**config.mk**
```make
export PLATFORM = sky130hd
export DESIGN_NAME = prism_pattern_gen
export DESIGN_NICKNAME = d
export VERILOG_FILES = /design/src/rtl/prism_pattern_gen.sv
export SDC_FILE = /design/constraint.sdc
export NUM_CORES = 1
export LEC_CHECK = 0
export ABC_AREA = 1
export BUFFER_PORTS_ARGS = -buffer_cell sky130_fd_sc_hd__buf_2
export CORE_UTILIZATION = 25
export CTS_CLUSTER_DIAMETER = 150
export DETAILED_ROUTE_END_ITERATION = 6
export PLACE_DENSITY_LB_ADDON = 0.2
export RECOVER_POWER = 50
export SLEW_MARGIN = 10
export SYNTH_ARGS = -nofsm -noshare
export SYNTH_HDL_FRONTEND = slang
export SYNTH_SLANG_ARGS = --single-unit
```
**constraint.sdc**
```tcl
create_clock -name clk -period 8.15 [get_ports clk]
set_input_delay 1.2225 -clock clk [delete_from_list [all_inputs] [get_ports clk]]
set_output_delay 1.2225 -clock clk [all_outputs]
set_load 0.02 [all_outputs]
```
**src/rtl/prism_pattern_gen.sv**
```systemverilog
// rtl/prism_pattern_gen.sv - VGA timing, frame-prescaled animation and bouncing-centre pattern generator
// Build macro PRISM_STARFIELD_EN selects a starfield instead of black as the mode-01 background.
module prism_pattern_gen #(
  parameter int H_ACTIVE   = 640,
  parameter int H_FRONT    = 16,
  parameter int H_SYNC     = 96,
  parameter int H_BACK     = 48,
  parameter int V_ACTIVE   = 480,
  parameter int V_FRONT    = 10,
  parameter int V_SYNC     = 2,
  parameter int V_BACK     = 33,
  parameter int COLOR_BITS = 2,
  parameter int CNT_W      = 10,
  parameter int DIAMOND_R  = 200,
  parameter int MARGIN     = 64
) (
  input  logic                  clk,
  input  logic                  rst_n,
  input  logic [1:0]            mode,
  input  logic [2:0]            speed,
  input  logic                  freeze,
  input  logic                  bounce_en,
  output logic                  hsync,
  output logic                  vsync,
  output logic                  display_on,
  output logic [COLOR_BITS-1:0] r,
  output logic [COLOR_BITS-1:0] g,
  output logic [COLOR_BITS-1:0] b,
  output logic [CNT_W-1:0]      frame_cnt
);
  localparam int HT = H_ACTIVE + H_FRONT + H_SYNC + H_BACK;
  localparam int VT = V_ACTIVE + V_FRONT + V_SYNC + V_BACK;
  localparam int DW = CNT_W + 2;
  localparam logic [9:0]  HT_M1  = 10'(HT - 1);
  localparam logic [9:0]  VT_M1  = 10'(VT - 1);
  localparam logic [9:0]  HS_ON  = 10'(H_ACTIVE + H_FRONT);
  localparam logic [9:0]  HS_OFF = 10'(H_ACTIVE + H_FRONT + H_SYNC);
  localparam logic [9:0]  VS_ON  = 10'(V_ACTIVE + V_FRONT);
  localparam logic [9:0]  VS_OFF = 10'(V_ACTIVE + V_FRONT + V_SYNC);
  localparam logic [9:0]  HA     = 10'(H_ACTIVE);
  localparam logic [9:0]  VA     = 10'(V_ACTIVE);
  localparam logic [9:0]  CX0    = 10'(H_ACTIVE / 2);
  localparam logic [9:0]  CY0    = 10'(V_ACTIVE / 2);
  localparam logic [9:0]  X_HI   = 10'(H_ACTIVE - 1 - MARGIN);
  localparam logic [9:0]  Y_HI   = 10'(V_ACTIVE - 1 - MARGIN);
  localparam logic [9:0]  C_LO   = 10'(MARGIN);
  localparam logic [10:0] DR     = 11'(DIAMOND_R);

  typedef enum logic {DIR_INC, DIR_DEC} dir_e;

  logic [9:0]            hcnt_q, hcnt_d, vcnt_q, vcnt_d;
  logic [2:0]            presc_q, presc_d;
  logic [CNT_W-1:0]      fcnt_q, fcnt_d;
  logic [9:0]            cx_q, cx_d, cy_q, cy_d;
  dir_e                  dir_x_q, dir_x_d, dir_y_q, dir_y_d;
  logic [1:0]            mode_q, mode_d;
  logic                  hsync_q, hsync_d, vsync_q, vsync_d, de_q, de_d;
  logic [COLOR_BITS-1:0] r_q, r_d, g_q, g_d, b_q, b_d;
  logic                  tick, step;

  logic [9:0]            dx, dy;
  logic [10:0]           s;
  logic [DW-1:0]         d;
  logic [2:0]            bar;
  logic [COLOR_BITS-1:0] dr, dg, db, bg_c;

  assign tick = (hcnt_q == HT_M1) && (vcnt_q == VT_M1);

  always_comb begin
    hcnt_d = hcnt_q + 10'd1;
    vcnt_d = vcnt_q;
    if (hcnt_q == HT_M1) begin
      hcnt_d = '0;
      vcnt_d = (vcnt_q == VT_M1) ? '0 : vcnt_q + 10'd1;
    end
  end

  // Mode, prescaler and animation counter only move on the last pixel of a frame.
  always_comb begin
    mode_d  = mode_q;
    presc_d = presc_q;
    fcnt_d  = fcnt_q;
    step    = 1'b0;
    if (tick) begin
      mode_d = mode;
      if (!freeze) begin
        if (presc_q == speed) begin
          presc_d = '0;
          fcnt_d  = fcnt_q + CNT_W'(1);
          step    = 1'b1;
        end else begin
          presc_d = presc_q + 3'd1;
        end
      end
    end
  end

  always_comb begin
    cx_d    = cx_q;
    cy_d    = cy_q;
    dir_x_d = dir_x_q;
    dir_y_d = dir_y_q;
    if (step && bounce_en) begin
      if (dir_x_q == DIR_INC) begin
        cx_d = cx_q + 10'd1;
        if (cx_d == X_HI) dir_x_d = DIR_DEC;
      end else begin
        cx_d = cx_q - 10'd1;
        if (cx_d == C_LO) dir_x_d = DIR_INC;
      end
      if (dir_y_q == DIR_INC) begin
        cy_d = cy_q + 10'd1;
        if (cy_d == Y_HI) dir_y_d = DIR_DEC;
      end else begin
        cy_d = cy_q - 10'd1;
        if (cy_d == C_LO) dir_y_d = DIR_INC;
      end
    end
  end

  always_comb begin
    dx  = (hcnt_q >= cx_q) ? hcnt_q - cx_q : cx_q - hcnt_q;
    dy  = (vcnt_q >= cy_q) ? vcnt_q - cy_q : cy_q - vcnt_q;
    s   = {1'b0, dx} + {1'b0, dy};
    d   = DW'(s) + DW'(fcnt_q);
    dr  = COLOR_BITS'(d >> 2);
    dg  = COLOR_BITS'(d >> 4);
    db  = COLOR_BITS'(d >> 6);
    bar = 3'({hcnt_q, 3'b000} / 13'(H_ACTIVE));
  end

`ifdef PRISM_STARFIELD_EN
  logic [7:0] hash;
  always_comb begin
    hash = (hcnt_q[7:0] ^ vcnt_q[7:0] ^ {hcnt_q[3:0], vcnt_q[3:0]}) + fcnt_q[7:0];
    bg_c = (hash[7:3] == 5'd0) ? COLOR_BITS'(2'(hash >> 1)) : '0;
  end
`else
  assign bg_c = '0;
`endif

  // Everything below is computed from the current counters and registered together.
  always_comb begin
    hsync_d = !((hcnt_q >= HS_ON) && (hcnt_q < HS_OFF));
    vsync_d = !((vcnt_q >= VS_ON) && (vcnt_q < VS_OFF));
    de_d    = (hcnt_q < HA) && (vcnt_q < VA);
    r_d     = '0;
    g_d     = '0;
    b_d     = '0;
    if (de_d) begin
      case (mode_q)
        2'b00: begin
          r_d = dr; g_d = dg; b_d = db;
        end
        2'b01: begin
          if (s <= DR) begin
            r_d = dr; g_d = dg; b_d = db;
          end else begin
            r_d = bg_c; g_d = bg_c; b_d = bg_c;
          end
        end
        2'b10: begin
          r_d = {COLOR_BITS{bar[0]}};
          g_d = {COLOR_BITS{bar[1]}};
          b_d = {COLOR_BITS{bar[2]}};
        end
        default: ;
      endcase
    end
  end

  always_ff @(posedge clk or negedge rst_n) begin
    if (!rst_n) begin
      hcnt_q  <= '0;
      vcnt_q  <= '0;
      presc_q <= '0;
      fcnt_q  <= '0;
      cx_q    <= CX0;
      cy_q    <= CY0;
      dir_x_q <= DIR_INC;
      dir_y_q <= DIR_INC;
      mode_q  <= 2'b00;
      hsync_q <= 1'b1;
      vsync_q <= 1'b1;
      de_q    <= 1'b0;
      r_q     <= '0;
      g_q     <= '0;
      b_q     <= '0;
    end else begin
      hcnt_q  <= hcnt_d;
      vcnt_q  <= vcnt_d;
      presc_q <= presc_d;
      fcnt_q  <= fcnt_d;
      cx_q    <= cx_d;
      cy_q    <= cy_d;
      dir_x_q <= dir_x_d;
      dir_y_q <= dir_y_d;
      mode_q  <= mode_d;
      hsync_q <= hsync_d;
      vsync_q <= vsync_d;
      de_q    <= de_d;
      r_q     <= r_d;
      g_q     <= g_d;
      b_q     <= b_d;
    end
  end

  assign hsync      = hsync_q;
  assign vsync      = vsync_q;
  assign display_on = de_q;
  assign r          = r_q;
  assign g          = g_q;
  assign b          = b_q;
  assign frame_cnt  = fcnt_q;

endmodule
```
Word-level counts from Yosys, hierarchy flattened:

Cells that the tools add are included.

* bits in registers: 66
* word-level logic and storage cells: 84
* output and inout bits: 19

* divide/modulo/power cells: 1
* add/sub/neg operators: 14
* eq/ne operators: 9
* magnitude comparators: 9
* reductions and logical operators: 10
* muxes and demuxes: 25
* bitwise operators: 1

Operators with widths (number)
* 2-to-1 mux 10 bit: 6
* adder 10 x 1 -> 10 bit, second input constant: 5
* subtractor 10 bit: 4
* == test 10 bit, second input constant: 3
* == test 10 x 7 -> 1 bit, second input constant: 2
* greater-or-equal comparator 10 bit: 2
* < comparator 10 bit, second input constant: 2
* < comparator 10 x 9 -> 1 bit, second input constant: 2
* subtractor 10 x 1 -> 10 bit, second input constant: 2
* case mux 2 bit (3 select lines): 3
* divider 13 x 10 -> 13 bit, second input constant: 1
* 2-to-1 mux 2 bit: 6
* adder 10 x 10 -> 11 bit: 1
* <= comparator 11 x 8 -> 1 bit, second input constant: 1
* == test 10 x 9 -> 1 bit, second input constant: 1
* greater-or-equal comparator 10 bit, second input constant: 1
* greater-or-equal comparator 10 x 9 -> 1 bit, second input constant: 1
* 2-to-1 mux 1 bit: 9
* adder 8 bit: 1
* logical AND 1 bit: 5
* adder 3 x 1 -> 3 bit, second input constant: 1
* == test 3 bit: 1
* 2-to-1 mux 3 bit: 1
* AND reduction 3 bit: 1
* 6 further kinds: 7

Longest topological paths before layout:

Gate-level depths: netlist of the first run.

* word-level depth: 7
* mapped depth: 37
* depth with buffers taken out: 35

Worst setup path after synthesis of the first run:

OpenSTA, ideal clock, no wires.

* path type: reg-to-reg
* start: register hcnt_q[0]
* end: register b_q[1] (netlist: b[1])
* setup slack: 3.909 ns
* setup time: 0.078 ns
* arrival time: 4.164 ns
* period minus slack after synthesis: 4.241 ns
* stages on the path, launching flop included: 31
* data required time: 8.072 ns
* cell sequence: dfrtp_1 > inv_1 > ha_1 > inv_1 > fa_1 > nand2_1 > nand2_1 > nand3_1 > nand2_1 > nor2_1 > o21bai_1 > a21oi_4 > inv_2 > nand2_1 > nand2_1 > fa_1 > nand3_1 > nand3_1 > or2_2 > nand2_1 > inv_1 > ha_1 > inv_1 > nor4_1 > nand2_1 > nand2_1 > nand2_1 > nand2_1 > xnor2_1 > nand2_1 > a21oi_1

* longest elaborated chain between the ends: 7
* elaborated cells between the ends (all ways): 13

RTL lines
* from (decl): line 51 `logic [9:0] hcnt_q, hcnt_d, vcnt_q, vcnt_d;`
* from (signal assigned): line 190 `hcnt_q <= hcnt_d;`
* parallel branches: the longest is 6 deep, another holds divider 13 x 10 -> 13 bit
* 2-to-1 mux 2 bit *: line 150 `if (de_d) begin`
* via b_d[1]: line 58 `logic [COLOR_BITS-1:0] r_q, r_d, g_q, g_d, b_q, b_d;`
* to (signal assigned): line 188 `b_q <= '0;`
* to (signal assigned): line 204 `b_q <= b_d;`
* to (decl): line 58

Mark *: on every way through the listed nets, which the timed path passes.
A chain may end at the register's enable or synchronous reset.

Final worst setup path of the first run:

* start: register cy_q[6]
* end: register b_q[1] (netlist: b[1])

* longest elaborated chain between the ends: 7
* elaborated cells between the ends (all ways): 10

RTL lines
* from (decl): line 54 `logic [9:0] cx_q, cx_d, cy_q, cy_d;`
* from (signal assigned): line 195 `cy_q <= cy_d;`
* subtractor 10 bit or greater-or-equal comparator 10 bit (tied branches): line 123 `dy = (vcnt_q >= cy_q) ? vcnt_q - cy_q : cy_q - vcnt_q;`
* 2-to-1 mux 10 bit *: line 123
* adder 10 x 10 -> 11 bit *: line 124 `s = {1'b0, dx} + {1'b0, dy};`
* <= comparator 11 x 8 -> 1 bit or adder 8 bit (tied branches): line 156, 125
* 2-to-1 mux 2 bit: line 156 `if (s <= DR) begin`
* case mux 2 bit (3 select lines) *: line 151 `case (mode_q)`
* 2-to-1 mux 2 bit *: line 150
* via b_d[1]: line 58

The timed path passes the listed nets; every way through them passes the cells marked *.

==> PnR_summary.wiki, run 1 <==
{| class="wikitable"
! Metric !! Value
|-
| Vert. Die Dim || 164.8 um
|-
| Maximum fanout along the worst path || 11
|-
| Category of cells accounting for the largest share of critical-path delay || simple AND/OR/NAND/NOR gates
|-
| Required time at the worst-slack endpoint || 8.43 ns
|-
| Area added between synthesis and finish || 11.71%
|-
| Hpwl dp || 15050 um
|-
| Largest buffer count on any clock path || 2
|-
| Total wirelength of the detailed-routed design || 18980 um
|-
| Maximum number of pins on one net before global-route repair || 67
|-
| Die footprint || 27150 um^2
|-
| Placement Cell Area || 7104 um^2
|-
| Tightest Pin Transition || 3.879 ns
|-
| Number of antenna violations at the first check in global routing || 0
|-
| Cells resized by post-CTS repair || 0
|-
| Diodes inserted || 0
|-
| Cell Rows || 59
|-
| Cell area after synthesis || 6623 um^2
|-
| Clk Latency, worst-skew pair || 0.36 ns
|-
| Final Total Pwr || 0.7588 mW
|-
| #FFs+latches synth || 66
|-
| ANT nets after route || 0
|-
| Buffering stage count on the worst path with inverters included || 4
|-
| TritonCTS clock tree || yes
|-
| Syn_nets || 1014
|-
| Violations in the final reports || max-capacitance violations, max-slew violations
|-
| Post-route DRC || 0
|-
| Final-report max-slew violation count || 67
|-
| Outcome || complete, but fails checks
|-
| Number of input and output port buffers inserted || 27
|-
| Number of vias per cell after detailed routing || 4.534
|-
| TritonCTS sink count || 66
|-
| Number of enable-type register cells in the synthesized netlist || 0
|-
| Pre-Repair DR Iteration Count || 5
|-
| Pwr/cell area || 102.6 nW/um^2
|-
| Setup Buffers After CTS || 0
|-
| Final design instance area without fill || 7398 um^2
|-
| Number of DRC markers in iteration 0 || 386
|-
| Maximum Capacitance Violations || 1
|-
| Most frequent cell on the critical path || nand2_1
|-
| Top achievable clock speed || 192.3 MHz
|-
| Hold bufs inserted after CTS || 0
|-
| Static Leak || 3.755 nW
|-
| Horiz. Die Dim || 164.8 um
|-
| Wire length of the first global-routing pass || 30640 um
|-
| Total setup violations reported at the end of the flow || 0
|-
| Count of placed standard cells in the final layout, fillers left out || 1293
|-
| Instance count after placement with tap cells included || 1277
|-
| Final #Nets || 1036
|-
| Number of vias in the routed layout || 5863
|-
| Via count of the first global-routing pass || 5735
|-
| Distinct cell type count of the synthesized netlist || 52
|-
| Top FF cell, synth || dfrtp_1
|-
| Gr usage total || 14.74%
|-
| Synthesized instance count || 931
|-
| Cell at the slowest stage of the critical path || dfstp_2
|-
| Clock transition at the registers of the reported paths || 0.07 ns
|-
| Delay of the slowest cell on the worst path || 0.65 ns
|-
| CTS Root Buffer Type || clkbuf_16
|-
| Average wire length per cell after detail routing || 14.68 um
|-
| Sum of overflow across all layers after global routing || 0
|-
| Floorplan core area || 26060 um^2
|-
| Remaining max-slew budget at the tightest pin || -158.6%
|-
| Startpoint type of the worst setup path || flop
|-
| RSZ-0062 raised after global routing || no
|-
| Type of the worst min-delay path || reg2reg
|-
| Number of top-level pins || 28
|-
| Type of the setup path with the least slack || reg2reg
|-
| Count of warnings emitted by yosys || 0
|-
| Fraction of layout instances using a drive strength above 1 || 8.246%
|-
| Post-synthesis average cell area || 7.113 um^2
|-
| Initial cell density of the core || 25.41%
|-
| Fraction of synthesis flops using an asynchronous set or reset pin || 100.0%
|-
| Critical Path End Type || flop
|-
| Sum of negative setup slack || 0 ns
|-
| Total CTS buffers || 9
|-
| Depth of the CTS H-tree || 3
|-
| Sequential cell area fraction in the yosys report || 25.09%
|-
| Worst IR Drop VDD || 0.09514 mV
|-
| Post-layout minimum cycle time || 5.201 ns
|-
| Routability congestion estimate from global placement || 0.8951
|-
| Signal arrival time at the worst endpoint || 5.48 ns
|-
| Crit share post-route || 63.82%
|-
| Post-Route Skew || 0.01519 ns
|-
| Final number of hold-violating endpoints || 0
|}
## layer usage
layer  GRT usage (%)  routed length, um  vias up
met5               0                  0        -
met4           5.213                428        0
met3           2.285                490       24
met2           24.29               8808      101
met1           19.39               9251     2678
li1                -                  -     3060
## cells by family (layout without fill, tap and decap cells)
family	count (synthesis)	count (layout)	share of synthesized area, %
muxes	3	3	0.4723
adders and majority gates	74	74	14.55
buffers and inverters	165	192	9.579
AOI/OAI and AO/OA	143	143	12.30
DFF	66	66	25.09
xor gates and xnor gates	79	79	10.45
and+or+nand+nor	401	401	27.56
## metrics by stage
step	setup WS, ns	utilization [%]	hold WS, ns
after floorplan	3.909	-	0.4561
after global placement	2.880	27.26	0.4787
after detailed placement	2.967	27.26	0.4943
after CTS	2.943	28.42	0.5023
after global routing	2.232	28.39	0.5190
final	2.949	28.39	0.4965
## synth_stat cells, drive strengths merged (2+ instances only)
cell / instances / area (um^2)
o21a: 2 / 15.01
nor3b: 2 / 26.28
o21ai: 51 / 255.3
o31ai: 2 / 15.01
o211ai: 3 / 22.52
nor2: 58 / 241.5
mux2i: 2 / 20.02
a211oi: 5 / 37.54
nand4: 19 / 125.1
fa: 5 / 100.1
a221oi: 2 / 17.52
nor3: 23 / 136.4
clkbuf: 8 / 35.03
a21oi: 58 / 301.5
o21bai: 4 / 30.03
a31oi: 2 / 12.51
xor2: 63 / 551.8
a21boi: 8 / 60.06
dfrtp: 58 / 1451
ha: 69 / 863.3
dfstp: 8 / 210.2
buf: 8 / 40.04
inv: 149 / 559.3
nand3: 67 / 345.3
xnor2: 16 / 140.1
or2: 4 / 25.02
nand2: 217 / 839.6
nor4: 8 / 65.06
## flip-flops by register name, indices dropped and copies added, names as in the netlist
name        flops
hsync           1
b               2
presc_q         3
display_on      1
r               2
cy_q           10
g               2
vcnt_q         10
mode_q          2
vsync           1
cx_q           10
dir_x_q         1
frame_cnt      10
dir_y_q         1
hcnt_q         10
## final timing paths
check	start	end	slack, ns	depth (start not counted)
setup / recovery	cy_q[6]	b[1]	2.95	28
hold / removal	hcnt_q[0]	hcnt_q[0]	0.50	1
setup reg to reg	cy_q[6]	b[1]	2.95	28
hold reg to reg	hcnt_q[0]	hcnt_q[0]	0.50	1
max in group asynchronous	rst_n	hcnt_q[8]	3.75	1
min in group asynchronous	rst_n	frame_cnt[5]	2.22	1
## area by class of cell
type                            count  area (um^2)
Clock buffer                        9        225.2
Clock inverter                      7        77.57
Fill cell                        2866        18660
Inverter                          149        559.3
Multi-Input combinational cell    700         4322
Sequential cell                    66         1662
Tap cell                          335        419.2
Timing Repair Buffer               27        133.9
## power by group
group	internal, mW	total (mW)	leakage [nW]	switching (mW)
clock network	0.239	0.412	0.146	0.173
registers	0.329	0.330	0.813	0.00108
logic	0.00404	0.0167	2.80	0.0126
total	0.572	0.759	3.76	0.186
## cell usage in the layout, fill, tap and decap left out, types with 4 or more instances in the layout
master and instances:
inv_1 141, inv_2 7, o21ai_1 4, fa_1 5, dfrtp_1 58, xnor2_1 16
a21oi_1 57, or2_2 4, dfstp_2 8, nand2_2 4, ha_1 69, nor2_1 56
nor3_1 20, clkbuf_16 9, nand2_1 211, a211oi_1 5, nand3_1 66, nor4_1 7
o21bai_1 4, xor2_1 63, o21ai_0 47, buf_2 26, a21boi_0 8, nand4_1 18
No activity file was read; power rests on OpenSTA's default activity.
==> run 2, diff against run 1 <==
--- a/config.mk
+++ b/config.mk
@@ -5,7 +5,7 @@
 export SDC_FILE = /design/constraint.sdc
 export NUM_CORES = 1
 export LEC_CHECK = 0
-export ABC_AREA = 1
+export ABC_AREA = 0
 export BUFFER_PORTS_ARGS = -buffer_cell sky130_fd_sc_hd__buf_2
 export CORE_UTILIZATION = 25
 export CTS_CLUSTER_DIAMETER = 150
==> constraint.sdc (replaced) <==
create_clock -name clk -period 5.1 [get_ports clk]
set_input_delay 0.765 -clock clk [delete_from_list [all_inputs] [get_ports clk]]
set_output_delay 0.765 -clock clk [all_outputs]
set_load 0.02 [all_outputs]
==> PnR_summary.wiki, run 2 <==
{| class="wikitable"
! Metric !! Value
|-
| Count of placed standard cells in the final layout, fillers left out || 1015 (was 1293)
|-
| Gr usage total || 13.26% (was 14.74%)
|-
| Type of the setup path with the least slack || reg2reg (unchanged)
|-
| TritonCTS clock tree || yes (unchanged)
|-
| Number of vias in the routed layout || 4820 (was 5863)
|-
| Routability congestion estimate from global placement || 0.8013 (was 0.8951)
|-
| Setup Buffers After CTS || 0 (unchanged)
|-
| Syn_nets || 756 (was 1014)
|-
| Signal arrival time at the worst endpoint || 4.79 ns (was 5.48 ns)
|-
| Startpoint type of the worst setup path || flop (unchanged)
|-
| Initial cell density of the core || 25.68% (was 25.41%)
|-
| Footprint of the flip-flops and latches || 1663 um^2 (was 1662 um^2)
|-
| Total wirelength of the detailed-routed design || 15170 um (was 18980 um)
|-
| Critical Path End Type || flop (unchanged)
|-
| Die footprint || 24090 um^2 (was 27150 um^2)
|-
| Pwr/cell area || 192.0 nW/um^2 (was 102.6 nW/um^2)
|-
| Largest buffer count on any clock path || 2 (unchanged)
|-
| Number of vias per cell after detailed routing || 4.749 (was 4.534)
|-
| Post-Route Skew || 0.01179 ns (was 0.01519 ns)
|-
| Number of enable-type register cells in the synthesized netlist || 0 (unchanged)
|-
| Wire length of the first global-routing pass || 25010 um (was 30640 um)
|-
| Fraction of layout instances using a drive strength above 1 || 11.54% (was 8.246%)
|-
| Cell Rows || 55 (was 59)
|-
| Type of the worst min-delay path || reg2reg (unchanged)
|-
| Number of stages on the worst hold path || 1 (unchanged)
|-
| Average wire length per cell after detail routing || 14.95 um (was 14.68 um)
|-
| ANT nets after route || 0 (unchanged)
|-
| RSZ-0062 raised after global routing || no (unchanged)
|-
| Instance count after placement with tap cells included || 999 (was 1277)
|-
| Remaining max-slew budget at the tightest pin || 38.79% (was -158.6%)
|-
| #FFs+latches synth || 66 (unchanged)
|-
| Final-report max-slew violation count || 0 (was 67)
|-
| Fraction of synthesized cell area taken by the top area cell type || 24.73% (was 21.92%)
|-
| Floorplan core area || 22850 um^2 (was 26060 um^2)
|-
| Sum of overflow across all layers after global routing || 0 (unchanged)
|-
| Count of warnings emitted by yosys || 0 (unchanged)
|-
| Post-layout minimum cycle time || 4.532 ns (was 5.201 ns)
|-
| Post-route DRC || 0 (unchanged)
|-
| Worst IR Drop VDD || 0.1515 mV (was 0.09514 mV)
|-
| Vert. Die Dim || 155.2 um (was 164.8 um)
|-
| Required time at the worst-slack endpoint || 5.36 ns (was 8.43 ns)
|-
| Fraction of synthesis flops using an asynchronous set or reset pin || 100.0% (unchanged)
|-
| Hpwl dp || 11620 um (was 15050 um)
|-
| Outcome || complete, no violations (was complete, but fails checks)
|-
| Fill cell count || 2454 (was 2866)
|-
| Clk Latency, worst-skew pair || 0.34 ns (was 0.36 ns)
|-
| Cells taking the most area after synthesis || dfrtp_1 (25%), ha_1 (15%), xnor2_1 (8.8%) (was dfrtp_1 (22%), ha_1 (13%), nand2_1 (12%))
|-
| Top achievable clock speed || 220.7 MHz (was 192.3 MHz)
|-
| Static Leak || 2.869 nW (was 3.755 nW)
|-
| List of most frequent post-synthesis cells || ha_1 (69), xnor2_1 (59), dfrtp_1 (58), nor2_1 (57), inv_1 (49) (was nand2_1 (211), inv_1 (140), ha_1 (69), nand3_1 (65), xor2_1 (63))
|-
| Number of input and output port buffers inserted || 27 (unchanged)
|-
| Clock transition at the registers of the reported paths || 0.06 ns (was 0.07 ns)
|-
| CTS Root Buffer Type || clkbuf_16 (unchanged)
|-
| Total setup violations reported at the end of the flow || 0 (unchanged)
|-
| Top FF cell, synth || dfrtp_1 (unchanged)
|-
| Maximum number of pins on one net before global-route repair || 67 (unchanged)
|-
| Sequential cell area fraction in the yosys report || 28.32% (was 25.09%)
|-
| Final #Nets || 780 (was 1036)
|-
| Cell area after synthesis || 5868 um^2 (was 6623 um^2)
|-
| Maximum Capacitance Violations || 0 (was 1)
|-
| Total CTS buffers || 9 (unchanged)
|-
| Post-synthesis average cell area || 8.719 um^2 (was 7.113 um^2)
|-
| Combined area of the multi-input logic cells || 3921 um^2 (was 4322 um^2)
|-
| Via count of the first global-routing pass || 4647 (was 5735)
|-
| Final number of hold-violating endpoints || 0 (unchanged)
|-
| Number of top-level pins || 28 (unchanged)
|-
| Crit share post-route || 88.86% (was 63.82%)
|-
| Distinct cell type count of the synthesized netlist || 70 (was 52)
|-
| Sum of negative setup slack || 0 ns (unchanged)
|-
| Number of cell instances on the worst register-to-register path || 21 (was 28)
|-
| Maximum fanout along the worst path || 11 (unchanged)
|-
| Number of DRC markers in iteration 0 || 341 (was 386)
|-
| TritonCTS sink count || 66 (unchanged)
|-
| WHS || 0.4613 ns (was 0.4965 ns)
|-
| Depth of the CTS H-tree || 3 (unchanged)
|-
| Horiz. Die Dim || 155.2 um (was 164.8 um)
|-
| Diodes inserted || 0 (unchanged)
|-
| Cell type with the largest total area after synthesis || dfrtp_1 (unchanged)
|-
| Synthesized instance count || 673 (was 931)
|-
| Area added between synthesis and finish || 13.73% (was 11.71%)
|-
| Number of antenna violations at the first check in global routing || 0 (unchanged)
|-
| Most common library cell in the layout ignoring fill and taps || ha_1 (was nand2_1)
|-
| Tightest Pin Transition || 0.9181 ns (was 3.879 ns)
|-
| Most frequent cells in the layout || ha_1 (68), xnor2_1 (59), nor2_1 (57), dfrtp_1 (57), inv_1 (49) (was nand2_1 (211), inv_1 (141), ha_1 (69))
|-
| Pre-Repair DR Iteration Count || 4 (was 5)
|-
| Most instantiated library cell after synthesis || ha_1 (was nand2_1)
|}
-- run 2: changes by cell type in the layout (fill, tap and decap cells not counted), moves of 7 or more --
cell | previous run | this run
a21oi_1 | 57 | 34
xnor2_1 | 16 | 59
inv_1 | 141 | 49
and3_1 | 0 | 9
a21boi_0 | 8 | 1
a21o_1 | 1 | 10
nand3_1 | 66 | 27
a31oi_1 | 2 | 12
xor2_1 | 63 | 17
nand2_1 | 211 | 41
mux2i_1 | 2 | 12
buf_4 | 0 | 8
-- run 2: final timing paths --
check                                to  slack (ns)         start
setup reg to reg                   b[1]        0.57     vcnt_q[0]
hold / removal             frame_cnt[9]        0.46  frame_cnt[9]
min in group asynchronous     hcnt_q[5]        0.57         rst_n
setup / recovery                   b[1]        0.57     vcnt_q[0]
hold reg to reg            frame_cnt[9]        0.46  frame_cnt[9]
max in group asynchronous     hcnt_q[5]        3.91         rst_n
-- run 2: layout make-up --
cell class,count,area share (%)
inverters,53,2.981
clock inverters,4,0.7499
clock buffers,12,3.843
repair buffers,35,2.887
flip-flops and latches,66,24.92
multi-input cells,532,58.76
well taps,313,5.868
-- run 2: metal layers --
layer	track usage, %	wire length, um
met1	18.52	7846
met2	20.61	6575
met3	2.646	600
met4	3.735	148
met5	0	0
-- run 2: kinds of logic (layout without fill, tap and decap cells) --
| family | count (synthesis) | after routing | synth area share [%] |
|---|---|---|---|
| AND/OR/NAND/NOR | 209 | 209 | 18.42 |
| AO/OA/AOI/OAI | 152 | 152 | 16.52 |
| XOR/XNOR | 77 | 77 | 11.75 |
| adder cells (fa/ha/maj) | 75 | 75 | 16.59 |
| buffers and inverters | 75 | 104 | 5.010 |
| flip-flops | 66 | 66 | 28.32 |
| multiplexers | 19 | 19 | 3.390 |
-- run 2: power by group --
group          leakage (nW)  switching (mW)  internal (mW)
clock network         0.145           0.244          0.405
registers             0.795         0.00735          0.531
logic                  1.93          0.0565         0.0374
-- run 2: worst max-delay path: stages, from the launching register on --
cell       delay, ns
dfrtp_1         0.45
inv_1           0.15
ha_1            0.16
inv_1           0.06
fa_1            0.38
nand3_1         0.10
a31oi_1         0.09
nor2_1          0.16
o2bb2ai_1       0.13
buf_4           0.21
mux2_2          0.38
ha_1            0.29
a211oi_1        0.27
o21bai_1        0.13
a21oi_1         0.19
xnor2_1         0.17
ha_1            0.31
nand3_1         0.10
o2111ai_1       0.17
a21oi_1         0.20
xor3_1          0.23
o21ai_1         0.12
-- run 2: through the flow --
step	instance area [um^2]	utilization (%)	power (mW)	worst slack, ns
floorplan	5868	-	0.6084	0.6171
global route	6674	29.21	1.337	0.04003
global placement	6362	27.85	0.6439	0.3827
detailed placement	6362	27.85	0.6436	0.3668
finish	6674	29.21	1.281	0.5680
CTS	6669	29.19	1.305	0.3485
-- run 2: what timing repair did --
item,4_1_cts,5_1_grt
gates resized for setup,0,3
hold buffers,0,0
setup endpoints to repair,0,6
hold endpoints to repair,0,0
==> run 3, diff against run 2 <==
--- a/config.mk
+++ b/config.mk
@@ -10,6 +10,7 @@
 export CORE_UTILIZATION = 25
 export CTS_CLUSTER_DIAMETER = 150
 export DETAILED_ROUTE_END_ITERATION = 6
+export GPL_TIMING_DRIVEN = 0
 export PLACE_DENSITY_LB_ADDON = 0.2
 export RECOVER_POWER = 50
 export SLEW_MARGIN = 10
==> PnR_summary.wiki, run 3 (synthesis results as in run 2) <==
{| class="wikitable"
! Metric !! Value
|-
| Buffering stage count on the worst path with inverters included || 2 (was 3)
|-
| Number of vias in the routed layout || 4886 (was 4820)
|-
| Footprint of the flip-flops and latches || 1663 um^2 (unchanged)
|-
| Top achievable clock speed || 211.3 MHz (was 220.7 MHz)
|-
| Horiz. Die Dim || 155.2 um (unchanged)
|-
| Total CTS buffers || 9 (unchanged)
|-
| Post-Route Skew || 0.01791 ns (was 0.01179 ns)
|-
| Die footprint || 24090 um^2 (unchanged)
|-
| Via count of the first global-routing pass || 4778 (was 4647)
|-
| Count of placed standard cells in the final layout, fillers left out || 1028 (was 1015)
|-
| Number of stages on the worst hold path || 1 (unchanged)
|-
| Routability congestion estimate from global placement || 0.8000 (was 0.8013)
|-
| ANT nets after route || 0 (unchanged)
|-
| Clock transition at the registers of the reported paths || 0.06 ns (about the same)
|-
| Hpwl dp || 11970 um (was 11620 um)
|-
| Pwr/cell area || 204.8 nW/um^2 (was 192.0 nW/um^2)
|-
| FF-to-FF Start || hcnt_q[6] (was vcnt_q[0])
|-
| Total setup violations reported at the end of the flow || 0 (unchanged)
|-
| Post-route DRC || 0 (unchanged)
|-
| Area added between synthesis and finish || 15.63% (was 13.73%)
|-
| Number of vias per cell after detailed routing || 4.753 (was 4.749)
|-
| CTS Root Buffer Type || clkbuf_16 (unchanged)
|-
| Cell at the slowest stage of the critical path || ha_2 (was dfrtp_1)
|-
| Startpoint of the worst hold path || frame_cnt[9] (unchanged)
|-
| Hold bufs inserted after CTS || 0 (unchanged)
|-
| Sum of overflow across all layers after global routing || 0 (unchanged)
|-
| Static Leak || 2.912 nW (was 2.869 nW)
|-
| R2r setup slk || 0.37 ns (was 0.57 ns)
|-
| WHS || 0.4587 ns (was 0.4613 ns)
|-
| Maximum Capacitance Violations || 2 (was 0)
|-
| Critical Path End Type || flop (unchanged)
|-
| Total wirelength of the detailed-routed design || 15270 um (was 15170 um)
|-
| TritonCTS sink count || 66 (unchanged)
|-
| Average wire length per cell after detail routing || 14.85 um (was 14.95 um)
|-
| TritonCTS clock tree || yes (unchanged)
|-
| Diodes inserted || 0 (unchanged)
|-
| Most frequent cells in the layout || ha_1 (68), xnor2_1 (59), dfrtp_1 (57) (was ha_1 (68), xnor2_1 (59), nor2_1 (57), dfrtp_1 (57), inv_1 (49))
|-
| Number of cell instances on the worst register-to-register path || 17 (was 21)
|-
| Crit share post-route || 92.79% (was 88.86%)
|-
| Violations in the final reports || max-capacitance violations, max-slew violations
|-
| Number of DRC markers in iteration 0 || 350 (was 341)
|-
| Largest buffer count on any clock path || 2 (unchanged)
|-
| Delay of the slowest cell on the worst path || 0.45 ns (about the same)
|-
| Pre-Repair DR Iteration Count || 4 (unchanged)
|-
| Final #Nets || 794 (was 780)
|-
| Type of the worst min-delay path || reg2reg (unchanged)
|-
| Gr usage total || 13.42% (was 13.26%)
|-
| Worst IR Drop VDD || 0.1479 mV (was 0.1515 mV)
|-
| Vert. Die Dim || 155.2 um (unchanged)
|-
| Floorplan core area || 22850 um^2 (unchanged)
|-
| Startpoint type of the worst setup path || flop (unchanged)
|-
| Clk Latency, worst-skew pair || 0.35 ns (was 0.34 ns)
|-
| Wire length of the first global-routing pass || 25460 um (was 25010 um)
|-
| Outcome || complete, but fails checks (was complete, no violations)
|-
| Final number of hold-violating endpoints || 0 (unchanged)
|-
| Fraction of layout instances using a drive strength above 1 || 12.03% (was 11.54%)
|-
| Sequence of cells on the critical path || buf_1 -> inv_1 -> ha_2 -> nand4_1 -> a31oi_1 -> nor2_2 -> o2bb2ai_4 -> mux2i_1 -> xor2_1 -> ha_1 -> or3_1 -> or2_2 -> o221ai_1 -> xnor2_1 -> o2111ai_1 -> o211ai_1 -> o21ai_0 (was inv_1 -> ha_1 -> inv_1 -> fa_1 -> nand3_1 -> a31oi_1 -> nor2_1 -> o2bb2ai_1 -> buf_4 -> mux2_2 -> ha_1 -> a211oi_1 -> o21bai_1 -> a21oi_1 -> xnor2_1 -> ha_1 -> nand3_1 -> o2111ai_1 -> a21oi_1 -> xor3_1 -> o21ai_1)
|-
| Number of antenna violations at the first check in global routing || 0 (unchanged)
|-
| Fill cell count || 2463 (was 2454)
|-
| Final Total Pwr || 1.390 mW (was 1.281 mW)
|-
| Post-layout minimum cycle time || 4.732 ns (was 4.532 ns)
|-
| Capture endpoint of the worst hold path || frame_cnt[9] (unchanged)
|-
| Remaining max-slew budget at the tightest pin || -36.37% (was 38.79%)
|-
| End of the worst register-to-register path || g[0] (was b[1])
|-
| Maximum fanout along the worst path || 10 (was 11)
|-
| Signal arrival time at the worst endpoint || 4.91 ns (was 4.79 ns)
|-
| Category of cells accounting for the largest share of critical-path delay || compound AO/OA/AOI/OAI gates (unchanged)
|-
| Instance count after placement with tap cells included || 1014 (was 999)
|-
| Final-report max-slew violation count || 69 (was 0)
|-
| Most common library cell in the layout ignoring fill and taps || ha_1 (unchanged)
|-
| Combined area of the multi-input logic cells || 3945 um^2 (was 3921 um^2)
|-
| Number of input and output port buffers inserted || 27 (unchanged)
|-
| Required time at the worst-slack endpoint || 5.28 ns (was 5.36 ns)
|-
| Depth of the CTS H-tree || 3 (unchanged)
|-
| RSZ-0062 raised after global routing || no (unchanged)
|-
| Cell Rows || 55 (unchanged)
|-
| Initial cell density of the core || 25.68% (unchanged)
|-
| Type of the setup path with the least slack || reg2reg (unchanged)
|-
| Maximum number of pins on one net before global-route repair || 38 (was 67)
|-
| Number of top-level pins || 28 (unchanged)
|-
| Tightest Pin Transition || 2.046 ns (was 0.9181 ns)
|}
==> run 3: how the worst max path moves through the flow <==
stage,cells past startpoint,from,slack [ns],end
3_3_place_gp,17,hcnt_q[8],-0.17,b[1]
5_1_grt,21,vcnt_q[0],0.003,b[1]
4_1_cts,20,hcnt_q[6],0.08,b[1]
6_report,17,hcnt_q[6],0.37,g[0]
2_1_floorplan,17,hcnt_q[8],0.62,b[1]
3_5_place_dp,17,hcnt_q[8],-0.17,b[1]
==> run 3: worst reg2reg max path, delay by kind of cell, from the launching register on <==
kind	cells	cell delay [ns]
AOI/OAI and AO/OA	6	1.34
and+or+nand+nor	4	0.95
adders and majority gates	2	0.70
buffers and inverters	2	0.48
xor gates and xnor gates	2	0.39
muxes	1	0.36
DFF	1	0.35
==> run 3: cell type report <==
type,count,area share (%)
multi-input cells,532,58.14
repair buffers,28,2.010
clock inverters,4,1.457
well taps,313,5.772
clock buffers,11,3.725
inverters,53,2.932
plain buffers,21,1.457
flip-flops and latches,66,24.51
==> run 3: what timing repair did <==
action	4_1_cts	5_1_grt
setup endpoints to repair	6	6
pin swaps	0	0
setup buffers	0	0
resized for setup	1	18
==> run 3: routing by layer <==
metal / wire length [um] / up-vias / part of all wire [%] / track usage [%]
li1: - / 2476 / - / -
met1: 7847 / 2302 / 51 / 19.16
met2: 6684 / 98 / 44 / 20.76
met3: 625 / 10 / 4.1 / 2.507
met4: 110 / 0 / 0.72 / 3.221
met5: 0 / - / 0 / 0
==> run 3: report_power, final <==
| group | internal (mW) | switching (mW) |
|---|---|---|
| Clock | 0.503 | 0.253 |
| Combinational | 0.0374 | 0.0584 |
| Sequential | 0.531 | 0.00650 |
==> run 3: per-stage QoR <==
step                worst slack (ns)  util (%)  cell area (um^2)  setup TNS (ns)
finish                        0.3679     29.70              6785               0
global route                0.002736     29.70              6785               0
CTS                          0.07720     29.65              6775               0
detailed placement           -0.1668     28.09              6417         -0.4964
global placement             -0.1704     27.99              6395         -0.7334
floorplan                     0.6171         -              5868               0
